File: config.mk
export PLATFORM = sky130hd
export DESIGN_NAME = hazard_unit
export DESIGN_NICKNAME = d
export VERILOG_FILES = /design/src/rtl/hazard_unit.sv
export SDC_FILE = /design/constraint.sdc
export NUM_CORES = 1
export LEC_CHECK = 0
export BUFFER_PORTS_ARGS = -buffer_cell sky130_fd_sc_hd__buf_2
export CAP_MARGIN = 20
export CORE_UTILIZATION = 50
export CTS_BUF_LIST = sky130_fd_sc_hd__clkbuf_4 sky130_fd_sc_hd__clkbuf_8 sky130_fd_sc_hd__clkbuf_16
export CTS_CLUSTER_SIZE = 16
export DETAILED_ROUTE_END_ITERATION = 7
export HOLD_SLACK_MARGIN = 0.06
export PLACE_DENSITY_LB_ADDON = 0.3
export SLEW_MARGIN = 20
export SYNTH_ARGS = -nofsm -noshare
export SYNTH_HDL_FRONTEND = slang
export SYNTH_SLANG_ARGS = --single-unit
export TNS_END_PERCENT = 20
File: constraint.sdc
create_clock -name clk -period 5.66 [get_ports clk]
set_input_delay 1.132 -clock clk [delete_from_list [all_inputs] [get_ports clk]]
set_output_delay 1.132 -clock clk [all_outputs]
set_load 0.05 [all_outputs]
File: src/rtl/hazard_unit.sv
// Hazard and forwarding unit for the 5-stage MIPS pipeline: operand forwarding selects,
// load-use / branch-compare / divide stalls, and a saturating stall-cycle counter.
module hazard_unit #(
   parameter int unsigned DIV_CYCLES = 32,
   parameter int unsigned CNT_W      = 32
) (
   input  logic             clk,
   input  logic             rst,
   input  logic [4:0]       rsD,
   input  logic [4:0]       rtD,
   input  logic [4:0]       rsE,
   input  logic [4:0]       rtE,
   input  logic [4:0]       writeregE,
   input  logic             regwriteE,
   input  logic [4:0]       writeregM,
   input  logic             regwriteM,
   input  logic             memtoregM,
   input  logic [4:0]       writeregW,
   input  logic             regwriteW,
   input  logic             memtoregE,
   input  logic             branchD,
   input  logic             jrD,
   input  logic             divstartE,
   output logic             forwardaD,
   output logic             forwardbD,
   output logic [1:0]       forwardaE,
   output logic [1:0]       forwardbE,
   output logic             stallF,
   output logic             stallD,
   output logic             stallE,
   output logic             flushE,
   output logic             div_busy,
   output logic             div_done,
   output logic [CNT_W-1:0] stall_cnt
);

   localparam int unsigned DCW = (DIV_CYCLES > 2) ? $clog2(DIV_CYCLES - 1) : 1;
   localparam logic [DCW-1:0] DIV_LOAD = DCW'(DIV_CYCLES - 2);

   localparam logic [1:0] S_IDLE = 2'd0;
   localparam logic [1:0] S_BUSY = 2'd1;
   localparam logic [1:0] S_DONE = 2'd2;

   logic [1:0]       state_q, state_d;
   logic [DCW-1:0]   div_cnt_q, div_cnt_d;
   logic [CNT_W-1:0] stall_cnt_q, stall_cnt_d;

   logic lwstall, brstall, divstall;
   logic e_hits_rs, e_hits_rt, m_hits_rs, m_hits_rt;

   always_comb begin
      forwardaE = 2'b00;
      if ((|rsE) && regwriteM && (rsE == writeregM))      forwardaE = 2'b10;
      else if ((|rsE) && regwriteW && (rsE == writeregW)) forwardaE = 2'b01;

      forwardbE = 2'b00;
      if ((|rtE) && regwriteM && (rtE == writeregM))      forwardbE = 2'b10;
      else if ((|rtE) && regwriteW && (rtE == writeregW)) forwardbE = 2'b01;

      forwardaD = (|rsD) && regwriteM && (rsD == writeregM);
      forwardbD = (|rtD) && regwriteM && (rtD == writeregM);
   end

   always_comb begin
      lwstall   = memtoregE && (|writeregE) && ((writeregE == rsD) || (writeregE == rtD));
      e_hits_rs = regwriteE && (|writeregE) && (writeregE == rsD);
      e_hits_rt = regwriteE && (|writeregE) && (writeregE == rtD);
      m_hits_rs = memtoregM && (|writeregM) && (writeregM == rsD);
      m_hits_rt = memtoregM && (|writeregM) && (writeregM == rtD);
      // jr reads rs only, so an rt match must not hold it back
      brstall   = (branchD && (e_hits_rs || e_hits_rt || m_hits_rs || m_hits_rt)) ||
                  (jrD && (e_hits_rs || m_hits_rs));
      divstall  = ((state_q == S_IDLE) && divstartE) || (state_q == S_BUSY);

      stallF    = lwstall || brstall || divstall;
      stallD    = stallF;
      stallE    = divstall;
      flushE    = (lwstall || brstall) && !divstall;
      div_busy  = (state_q == S_BUSY);
      div_done  = (state_q == S_DONE);
      stall_cnt = stall_cnt_q;
   end

   always_comb begin
      state_d   = state_q;
      div_cnt_d = div_cnt_q;
      case (state_q)
         S_IDLE: begin
            if (divstartE) begin
               state_d   = S_BUSY;
               div_cnt_d = DIV_LOAD;
            end
         end
         S_BUSY: begin
            if (div_cnt_q == '0) state_d = S_DONE;
            else                 div_cnt_d = div_cnt_q - DCW'(1);
         end
         S_DONE:  state_d = S_IDLE;
         default: state_d = S_IDLE;
      endcase

      stall_cnt_d = stall_cnt_q;
      if (stallF && (stall_cnt_q != '1)) stall_cnt_d = stall_cnt_q + CNT_W'(1);
   end

   always_ff @(posedge clk or negedge rst) begin
      if (!rst) begin
         state_q     <= S_IDLE;
         div_cnt_q   <= '0;
         stall_cnt_q <= '0;
      end else begin
         state_q     <= state_d;
         div_cnt_q   <= div_cnt_d;
         stall_cnt_q <= stall_cnt_d;
      end
   end

endmodule

Word-level counts from Yosys, hierarchy flattened
Index checks and enable logic that the tools add are counted.
- muxes and demuxes: 10
- div/mod/pow operators: 0
- $add $sub $neg: 2
- reduce and logical (&&, ||, !) cells: 46
- bitwise logic cells: 0
- multipliers: 0
- shift-type cells: 0
- eq/ne operators: 16
- $lt $le $gt $ge: 0
- operator list (operator ; count):
    equality test 5 bit ; 10
    adder 32 x 1 -> 32 bit, second input constant ; 1
    inequality test 32 bit, second input constant ; 1
    OR reduction 5 bit ; 6
    logical AND 1 bit ; 25
    2-to-1 mux 5 bit ; 2
    case mux 5 bit (2 select lines) ; 1
    logical OR 1 bit ; 9
    2-to-1 mux 2 bit ; 4
    logical NOT 5 bit ; 1
    subtractor 5 x 1 -> 5 bit, second input constant ; 1
    inequality test 2 bit, second input constant ; 2
    case mux 2 bit (2 select lines) ; 1
    AND reduction 3 bit ; 1
    equality test 2 x 1 -> 1 bit, second input constant ; 1
    equality test 2 bit, second input constant ; 1
    logical NOT 2 bit ; 1
    2-to-1 mux 1 bit ; 2
    inequality test 2 x 1 -> 1 bit, second input constant ; 1
    AND reduction 2 bit ; 1
    nonzero test 2 bit ; 1
    logical NOT 1 bit ; 1
- memory bits (writable): 0
- bits in registers: 39
- latch bits: 0
- logic and storage cells: 77
- bits in read-only memories: 0
- memories: 0
- output and inout port bits: 44

Depth between registers and ports, before layout
Gate-level depths: netlist (run 1).
- depth in word-level cells: 11
- depth in mapped cells: 9
- gate-level depth less buffers: 8

Least setup slack after synthesis (run 1)
OpenSTA, ideal clock, no wires.
- path type: in2out
- from: in writeregM[2]
- to: out forwardaE[0]
- arrival time: 3829 ps
- stages on the path: 5
- required time: 4528 ps
- path slack: 699 ps
- buffers on the path: 1
- path through: clkbuf_1 xnor2_1 nand4_1 nor4_1 nor4_1
- longest elaborated chain between the ends: 3
- ends and longest elaborated chain (element ; RTL line ; RTL):
    start: declaration ; 15 ; input logic [4:0] writeregM,
    equality test 5 bit ; 53 ; if ((|rsE) && regwriteM && (rsE == writeregM)) forwardaE = 2'b10;
    logical AND 1 bit ; 53 ;
    2-to-1 mux 2 bit ; 53 ;
    end: declaration ; 26 ; output logic [1:0] forwardaE,
Every way passes these cells.

Worst setup path in the final report (run 1)
- from: in writeregE[1]
- to: out stallD
- longest elaborated chain between the ends: 10
- ends and longest elaborated chain (element ; RTL line ; RTL):
    start: declaration ; 13 ; input logic [4:0] writeregE,
    OR reduction 5 bit ; 65, 66, 67 ;
    logical AND 1 bit ; 66, 67 ;
    logical AND 1 bit, on equally long branches ; 66, 67 ;
    logical OR 1 bit (3 in a row) ; 71 ; brstall = (branchD && (e_hits_rs || e_hits_rt || m_hits_rs || m_hits_rt)) ||
    logical AND 1 bit ; 71 ;
    logical OR 1 bit ; 71 ;
    logical OR 1 bit * (2 in a row) ; 75 ; stallF = lwstall || brstall || divstall;
    end: declaration ; 29 ; output logic stallD,
Every way passes the cells marked *; elsewhere a longest branch is shown, timed or not.

==> results of run 1 <==
-- through the flow --
stage          hold slack (ns)  instances  total power (W)  area [µm²]
4_1_cts                  0.490        418         0.000957        3080
6_report                 0.487        418         0.000950        3080
2_1_floorplan            0.462        267         0.000679        2540
3_5_place_dp             0.478        411         0.000768        2990
3_3_place_gp             0.476        411         0.000761        2990
5_1_grt                  0.519        418          0.00101        3080
-- cell usage in the layout (no fill, tap or decap), drive strengths merged, types with 7 or more instances in the layout --
master,synthesis,layout
dfrtp,39,39
nor2,18,18
nand3,20,20
buf,7,88
or4,7,7
nand4,19,19
xor2,21,21
nand2,17,17
xnor2,50,50
nor3,7,7
and3,12,12
-- area by class of cell --
cell class	count	area, µm²	area share (%)
Clock buffer	6	82.6	2.68
Clock inverter	1	5.00	0.163
Inverter	6	22.5	0.731
Multi-Input combinational cell	211	1470	47.7
Sequential cell	39	976	31.7
Tap cell	67	83.8	2.72
Timing Repair Buffer	88	440	14.3
-- registers in the layout (all words and copies together), names as in the netlist --
signal,flops
stall_cnt,32
div_cnt_q,5
state_q,2
-- cells in the mapped netlist, types with 3 or more instances --
library cell	count	share of area, %
sky130_fd_sc_hd__or4_1	7	2.1
sky130_fd_sc_hd__nor4_1	5	1.2
sky130_fd_sc_hd__xnor2_1	50	17
sky130_fd_sc_hd__xor2_1	21	7.2
sky130_fd_sc_hd__nand4_1	18	4.4
sky130_fd_sc_hd__nor2_1	18	2.7
sky130_fd_sc_hd__inv_1	6	0.88
sky130_fd_sc_hd__and3_1	12	2.9
sky130_fd_sc_hd__o21ai_0	3	0.59
sky130_fd_sc_hd__buf_6	4	1.8
sky130_fd_sc_hd__clkbuf_1	4	0.59
sky130_fd_sc_hd__dfrtp_1	39	38
sky130_fd_sc_hd__nand3_1	20	3.9
sky130_fd_sc_hd__ha_1	3	1.5
sky130_fd_sc_hd__nor2b_1	3	0.74
sky130_fd_sc_hd__a21oi_1	6	1.2
sky130_fd_sc_hd__and2_1	4	0.98
sky130_fd_sc_hd__nand2_1	17	2.5
sky130_fd_sc_hd__nor3_1	6	1.2
-- how the worst min path moves through the flow --
stage / from / endpoint / slack, ns / cells after the start
after CTS: stall_cnt[6] / stall_cnt[6] / 0.49 / 1
after global routing: stall_cnt[9] / stall_cnt[9] / 0.52 / 1
after detailed placement: stall_cnt[15] / stall_cnt[15] / 0.48 / 1
after global placement: stall_cnt[6] / stall_cnt[6] / 0.48 / 1
final: stall_cnt[6] / stall_cnt[6] / 0.49 / 1
after floorplan: div_cnt_q[0] / div_cnt_q[0] / 0.46 / 1
-- logic make-up (layout without fill, tap and decap cells) --
| logic type | count (synthesis) | after routing | share of synthesized area (%) |
|---|---|---|---|
| simple gates | 120 | 120 | 26.7 |
| buf+inv | 17 | 101 | 3.93 |
| compound gates | 14 | 14 | 3.84 |
| mux | 3 | 3 | 1.28 |
| flops | 39 | 39 | 38.3 |
| xor+xnor | 71 | 71 | 24.4 |
| fa+ha+maj | 3 | 3 | 1.48 |
-- routing by layer --
metal / up-vias / share of wire [%]
met5: - / 0
met3: 6 / 5.9
met1: 1041 / 46
met2: 79 / 47
met4: 0 / 1.3
li1: 1101 / -
-- where the power goes --
group	total (W)	leakage (nW)	internal [W]	switching [W]
Sequential	0.000385	0.507	0.000330	0.0000549
Clock	0.000186	0.0470	0.0000955	0.0000906
Combinational	0.000379	0.886	0.000122	0.000257
Total	0.000950	1.44	0.000547	0.000402
==> PnR_summary.wiki, run 1 <==
{| class="wikitable"
! Metric !! Value
|-
| Global-route wire length before repair || ~9.2 mm
|-
| Crit path depth || 7
|-
| Critical path peak fanout || 4
|-
| Hold Fails Final Rpt || 0
|-
| TritonCTS clock tree || built
|-
| Global-route track usage on met2 || a little under two fifths
|-
| Setup repair after global routing missed its margin || no
|-
| Setup-violating endpoint count in the final report || 0
|-
| Overall via count from detail_route || about 2200
|-
| Number of synthesized flops with an enable pin || 0
|-
| Share of flip-flops with an asynchronous set or reset after synthesis || 100%
|-
| Post-synthesis instance area || ~2500 µm²
|-
| H-tree depth reported by CTS || 2
|-
| Final WL || around 5.7 mm
|-
| Reg-to-reg critical path startpoint || stall_cnt[0]
|-
| Remaining global-route overflow || 0
|-
| Worst R2R End || stall_cnt[18]
|-
| Area enclosed by the die boundary || approximately 5400 µm²
|-
| Global-route met1 utilization || ~29%
|-
| Nets@finish || 399
|-
| Layout Utilization || ~64%
|-
| Min setup slack post-route || 1.68 ns
|-
| Insertion delay to the later sink of the worst-skew pair || 0.29 ns
|-
| Gates resized, CTS repair || 0
|-
| R2R setup slack || about 3.3 ns
|-
| Power density of the placed cells || 308 nW/µm²
|-
| Clock net sink count || 39
|-
| Maximum number of pins on one net before global-route repair || 40
|-
| Startpoint kind of the worst setup timing path || input pin
|-
| Critical Setup Path Class || in -> out
|-
| Share of synthesized area occupied by flip-flops and latches || between 30% and 40%
|-
| P&R area growth vs syn || 21.0%
|-
| Number of buffers inserted by post-CTS setup repair || 0
|-
| Stage delay of the slowest cell on the critical path || 0.53 ns
|-
| Crit-path slowest cell || sky130_fd_sc_hd__or4_1
|-
| Crit path to || stallD
|-
| Vias in the first global route || a little over 2000
|-
| Antenna diodes || 0
|-
| Final count of pins violating max slew || 0
|-
| Routed WL per cell || 13.6 µm
|-
| Number of distinct standard cells referenced by the synthesized netlist || 37
|-
| Start point of the critical path || writeregE[1]
|-
| Layout Skew || around 0.0067 ns
|-
| Final period utilization || between 70% and 80%
|-
| Data required time of the worst path || approximately 4.5 ns
|-
| Cells after Synth || 267
|-
| Least-Margin Pin Slew || about 0.85 ns
|-
| Clock buffers created by TritonCTS || 5
|-
| Buffer type at the clock tree root || sky130_fd_sc_hd__clkbuf_8
|-
| Max Clk Rate || 251 MHz
|-
| Detailed Route Iter0 Violations || 85
|-
| Most common cell on crit path || sky130_fd_sc_hd__buf_2
|-
| Post-synthesis register bit count || 39
|-
| PortBufs || 88
|-
| Post-synthesis average cell area || between 9 and 10 µm²
|-
| Number of hold-repair buffers added at the cts stage || 0
|-
| ANT nets after route || 0
|-
| Die height || ~73 µm
|-
| GRT met3 Usage || around 3.8%
|-
| Cell family with the largest share of critical-path delay || simple AND/OR/NAND/NOR gates
|-
| Critical path arrival || roughly 2.9 ns
|-
| First drt pass iteration count || 4
|-
| Minimum clock period || approximately 4.0 ns
|-
| Starting utilization of the core area || a little over half
|-
| Placement-stage worst setup slack || ~1.7 ns
|-
| VDD IR-drop max || 0.000368 V
|-
| Worst min-delay path class || reg -> reg
|-
| Clock-pin transition on the worst setup and hold timing paths || around 0.070 ns
|-
| Crit path buf inv count || 2
|-
| Result of the run || completed
|-
| Post-synthesis net count || approximately 320
|-
| Primary flip-flop cell chosen by synthesis mapping || sky130_fd_sc_hd__dfrtp_1
|-
| Width of the die || between 70 and 80 µm
|-
| Final total negative setup slack || 0 ns
|-
| Number of filler cells placed in the layout || 433
|-
| Critical path cell sequence || buf_2, or4_1, nor2_1, and4bb_1, nor3b_2, nand2_1, buf_2
|-
| Core Rows || 25
|-
| All-layer global routing usage || around 22%
|-
| Warnings, synthesis || 0
|-
| Io pins || 89
|-
| Routed via count divided by cell count || around 5.3
|-
| Antenna violations before repair || 0
|-
| Layout cell share with drive strength beyond 1 || 28.5%
|-
| Post-route DRC violation count || 0
|-
| Core footprint || 4820 µm²
|-
| Relative slew slack || between 40% and 50%
|-
| Weighted congestion reported at the end of routability-driven placement || roughly 0.86
|-
| HPWL reported at the end of detailed placement || 4.40 mm
|-
| Setup crit end kind || primary output
|-
| GRT Max-Usage Layer || met2
|-
| Max Cap Viol || 0
|-
| Worst reg-to-reg path cell count || 7
|-
| Leakage || about 1.4 nW
|-
| Clock buffer depth || 2
|}
Power figures use the tool's default switching activity.
==> inputs of run 2 (changes only) <==
--- a/config.mk
+++ b/config.mk
@@ -7,7 +7,7 @@
 export LEC_CHECK = 0
 export BUFFER_PORTS_ARGS = -buffer_cell sky130_fd_sc_hd__buf_2
 export CAP_MARGIN = 20
-export CORE_UTILIZATION = 50
+export CORE_UTILIZATION = 45
 export CTS_BUF_LIST = sky130_fd_sc_hd__clkbuf_4 sky130_fd_sc_hd__clkbuf_8 sky130_fd_sc_hd__clkbuf_16
 export CTS_CLUSTER_SIZE = 16
 export DETAILED_ROUTE_END_ITERATION = 7
==> constraint.sdc (replaced) <==
create_clock -name clk -period 3.2 [get_ports clk]
set_input_delay 0.64 -clock clk [delete_from_list [all_inputs] [get_ports clk]]
set_output_delay 0.64 -clock clk [all_outputs]
set_load 0.05 [all_outputs]
==> run 2 against run 1 <==
- setup slack worse by 1.5 ns
- critical endpoint is now stallF
- combinational power rose by 82%
- sequential share of layout area fell by 0.62 points
==> PnR_summary.wiki, run 2 (synthesis gave the netlist of run 1 again) <==
{| class="wikitable"
! Metric !! Value
|-
| Result of the run || completed
|-
| Die height || 77.2 µm (+5.3%)
|-
| First drt pass iteration count || 4 (unchanged)
|-
| Vias in the first global route || 2153 (+3.8%)
|-
| Max Clk Rate || around 330 MHz
|-
| Max Cap Viol || 0 (unchanged)
|-
| Routed WL per cell || 13.7 µm (+0.62%)
|-
| Critical path peak fanout || 4 (unchanged)
|-
| Final period utilization || 94.0%
|-
| Min setup slack post-route || 0.191 ns (-1.49 ns)
|-
| H-tree depth reported by CTS || 2 (unchanged)
|-
| Reg-to-reg critical path startpoint || stall_cnt[20]
|-
| Leading cell type in the layout, fill and taps excluded || sky130_fd_sc_hd__buf_2
|-
| Global-route wire length before repair || 9.94 mm (+8.3%)
|-
| Antenna diodes || 0 (unchanged)
|-
| Relative slew slack || 42.4% (-1.0 points)
|-
| Clock buffer depth || 2 (unchanged)
|-
| Power density of the placed cells || 553 nW/µm² (+79%)
|-
| Routed via count divided by cell count || 5.31 (-0.41%)
|-
| Leakage || 1.46 nW (+1.1%)
|-
| Global-route track usage on met2 || 33.8% (-3.4 points)
|-
| Worst reg-to-reg path cell count || 7 (unchanged)
|-
| Buffer type at the clock tree root || sky130_fd_sc_hd__clkbuf_8
|-
| Nets@finish || 400 (+0.25%)
|-
| Antenna violations before repair || 0 (unchanged)
|-
| Clock buffers created by TritonCTS || 5 (unchanged)
|-
| Core Rows || 27 (+8.0%)
|-
| Io pins || 89 (unchanged)
|-
| Setup repair after global routing missed its margin || no
|-
| Critical path arrival || 2.37 ns (-0.48 ns)
|-
| Number of hold-repair buffers added at the cts stage || 0 (unchanged)
|-
| Final standard cell area without fillers || 3140 µm² (+2.0%)
|-
| TritonCTS clock tree || built
|-
| Remaining global-route overflow || 0 (unchanged)
|-
| Instance area after placement || 3040 µm² (+1.5%)
|-
| HPWL reported at the end of detailed placement || 4.36 mm (-0.86%)
|-
| Weighted congestion reported at the end of routability-driven placement || 0.892 (+4.3%)
|-
| Setup-violating endpoint count in the final report || 0 (unchanged)
|-
| Start point of the critical path || writeregE[1]
|-
| Starting utilization of the core area || 46.5% (-6.3 points)
|-
| Number of filler cells placed in the layout || 509 (+18%)
|-
| P&R area growth vs syn || 23.4%
|-
| Detailed Route Iter0 Violations || 69 (-19%)
|-
| Data required time of the worst path || 2.56 ns (-1.97 ns)
|-
| Setup crit end kind || primary output
|-
| Overall via count from detail_route || 2255 (+1.3%)
|-
| Layout Utilization || 57.4% (-6.5 points)
|-
| Maximum number of pins on one net before global-route repair || 40 (unchanged)
|-
| Global-route met1 utilization || 27.0% (-1.8 points)
|-
| Insertion delay to the later sink of the worst-skew pair || 0.29 ns (about the same)
|-
| ANT nets after route || 0 (unchanged)
|-
| Final WL || 5.81 mm (+2.3%)
|-
| Power consumption || 0.00174 W (+83%)
|-
| Clock net sink count || 39 (unchanged)
|-
| Minimum clock period || roughly 3 ns
|-
| Critical Setup Path Class || in -> out
|-
| Leading cell types in the layout, fill and taps excluded || sky130_fd_sc_hd__buf_2 (88), sky130_fd_sc_hd__xnor2_1 (50), sky130_fd_sc_hd__dfrtp_1 (39)
|-
| GRT met3 Usage || 4.64% (+0.80 points)
|-
| VDD IR-drop max || 0.000461 V (+25%)
|-
| All-layer global routing usage || 20.5% (-1.8 points)
|-
| Startpoint kind of the worst setup timing path || input pin
|-
| Width of the die || 77.2 µm (+5.3%)
|-
| GRT Max-Usage Layer || met2
|-
| Hold Fails Final Rpt || 0 (unchanged)
|-
| PortBufs || 88 (unchanged)
|-
| Number of flip-flops in the largest register || 32 (unchanged)
|-
| Least-Margin Pin Slew || 0.865 ns (+0.0149 ns)
|-
| Core footprint || 5470 µm² (+14%)
|-
| Worst min-delay path class || in -> async
|-
| Layout Skew || 0.00891 ns (+0.00225 ns)
|-
| Area enclosed by the die boundary || 5960 µm² (+11%)
|-
| Layout cell share with drive strength beyond 1 || 29.7% (+1.3 points)
|-
| R2R setup slack || 0.83 ns (-2.51 ns)
|-
| Clock-pin transition on the worst setup and hold timing paths || 0.08 ns (about the same)
|-
| Worst R2R End || stall_cnt[1]
|-
| Number of buffers inserted by post-CTS setup repair || 0 (unchanged)
|-
| Post-route DRC violation count || 0 (unchanged)
|-
| Gates resized, CTS repair || 0 (unchanged)
|-
| Placement-stage worst setup slack || 0.203 ns (-1.51 ns)
|-
| Final count of pins violating max slew || 0 (unchanged)
|}
run 2: power breakdown:
group / internal [W] / total [W] / leakage, nW / switching (W)
Combinational: 0.000227 / 0.000690 / 0.897 / 0.000463
Sequential: 0.000583 / 0.000675 / 0.507 / 0.0000912
Clock: 0.000196 / 0.000372 / 0.0505 / 0.000176
Total: 0.00101 / 0.00174 / 1.46 / 0.000730
run 2: how the worst max path moves through the flow:
stage,to,slack [ns]
floorplan,forwardbE[0],-0.47
global placement,stallF,0.26
detailed placement,stallF,0.20
CTS,stallF,0.19
global route,stallD,0.09
finish,stallF,0.19
run 2: cell type report:
cell class	count	area, µm²	share of cell area (%)
clock buffer	7	96.3	3.07
clock inverter	1	7.51	0.239
inverter	6	22.5	0.717
multi-input combinational	211	1490	47.4
sequential	39	976	31.1
tap	72	90.1	2.87
timing repair buffer	89	460	14.7
run 2: per-stage QoR:
stage	instances	hold WS, ns	setup TNS [ns]
2_1_floorplan	267	0.344	-0.472
3_3_place_gp	417	0.476	0
3_5_place_dp	417	0.482	0
4_1_cts	425	0.485	0
5_1_grt	425	0.507	0
6_report	425	0.460	0
run 2: critical path: stages:
cell	delay, ns
sky130_fd_sc_hd__buf_2	0.12
sky130_fd_sc_hd__or4_1	0.52
sky130_fd_sc_hd__nor2_1	0.14
sky130_fd_sc_hd__and4bb_1	0.23
sky130_fd_sc_hd__nor3b_2	0.28
sky130_fd_sc_hd__nand2_1	0.17
sky130_fd_sc_hd__buf_2	0.25
run 2: routing by layer:
layer / share of wire [%] / up-vias / routed length (µm)
met3: 5.9 / 6 / 343
li1: - / 1097 / -
met4: 0.91 / 0 / 53
met2: 47 / 68 / 2710
met5: 0 / - / 0
met1: 47 / 1084 / 2700
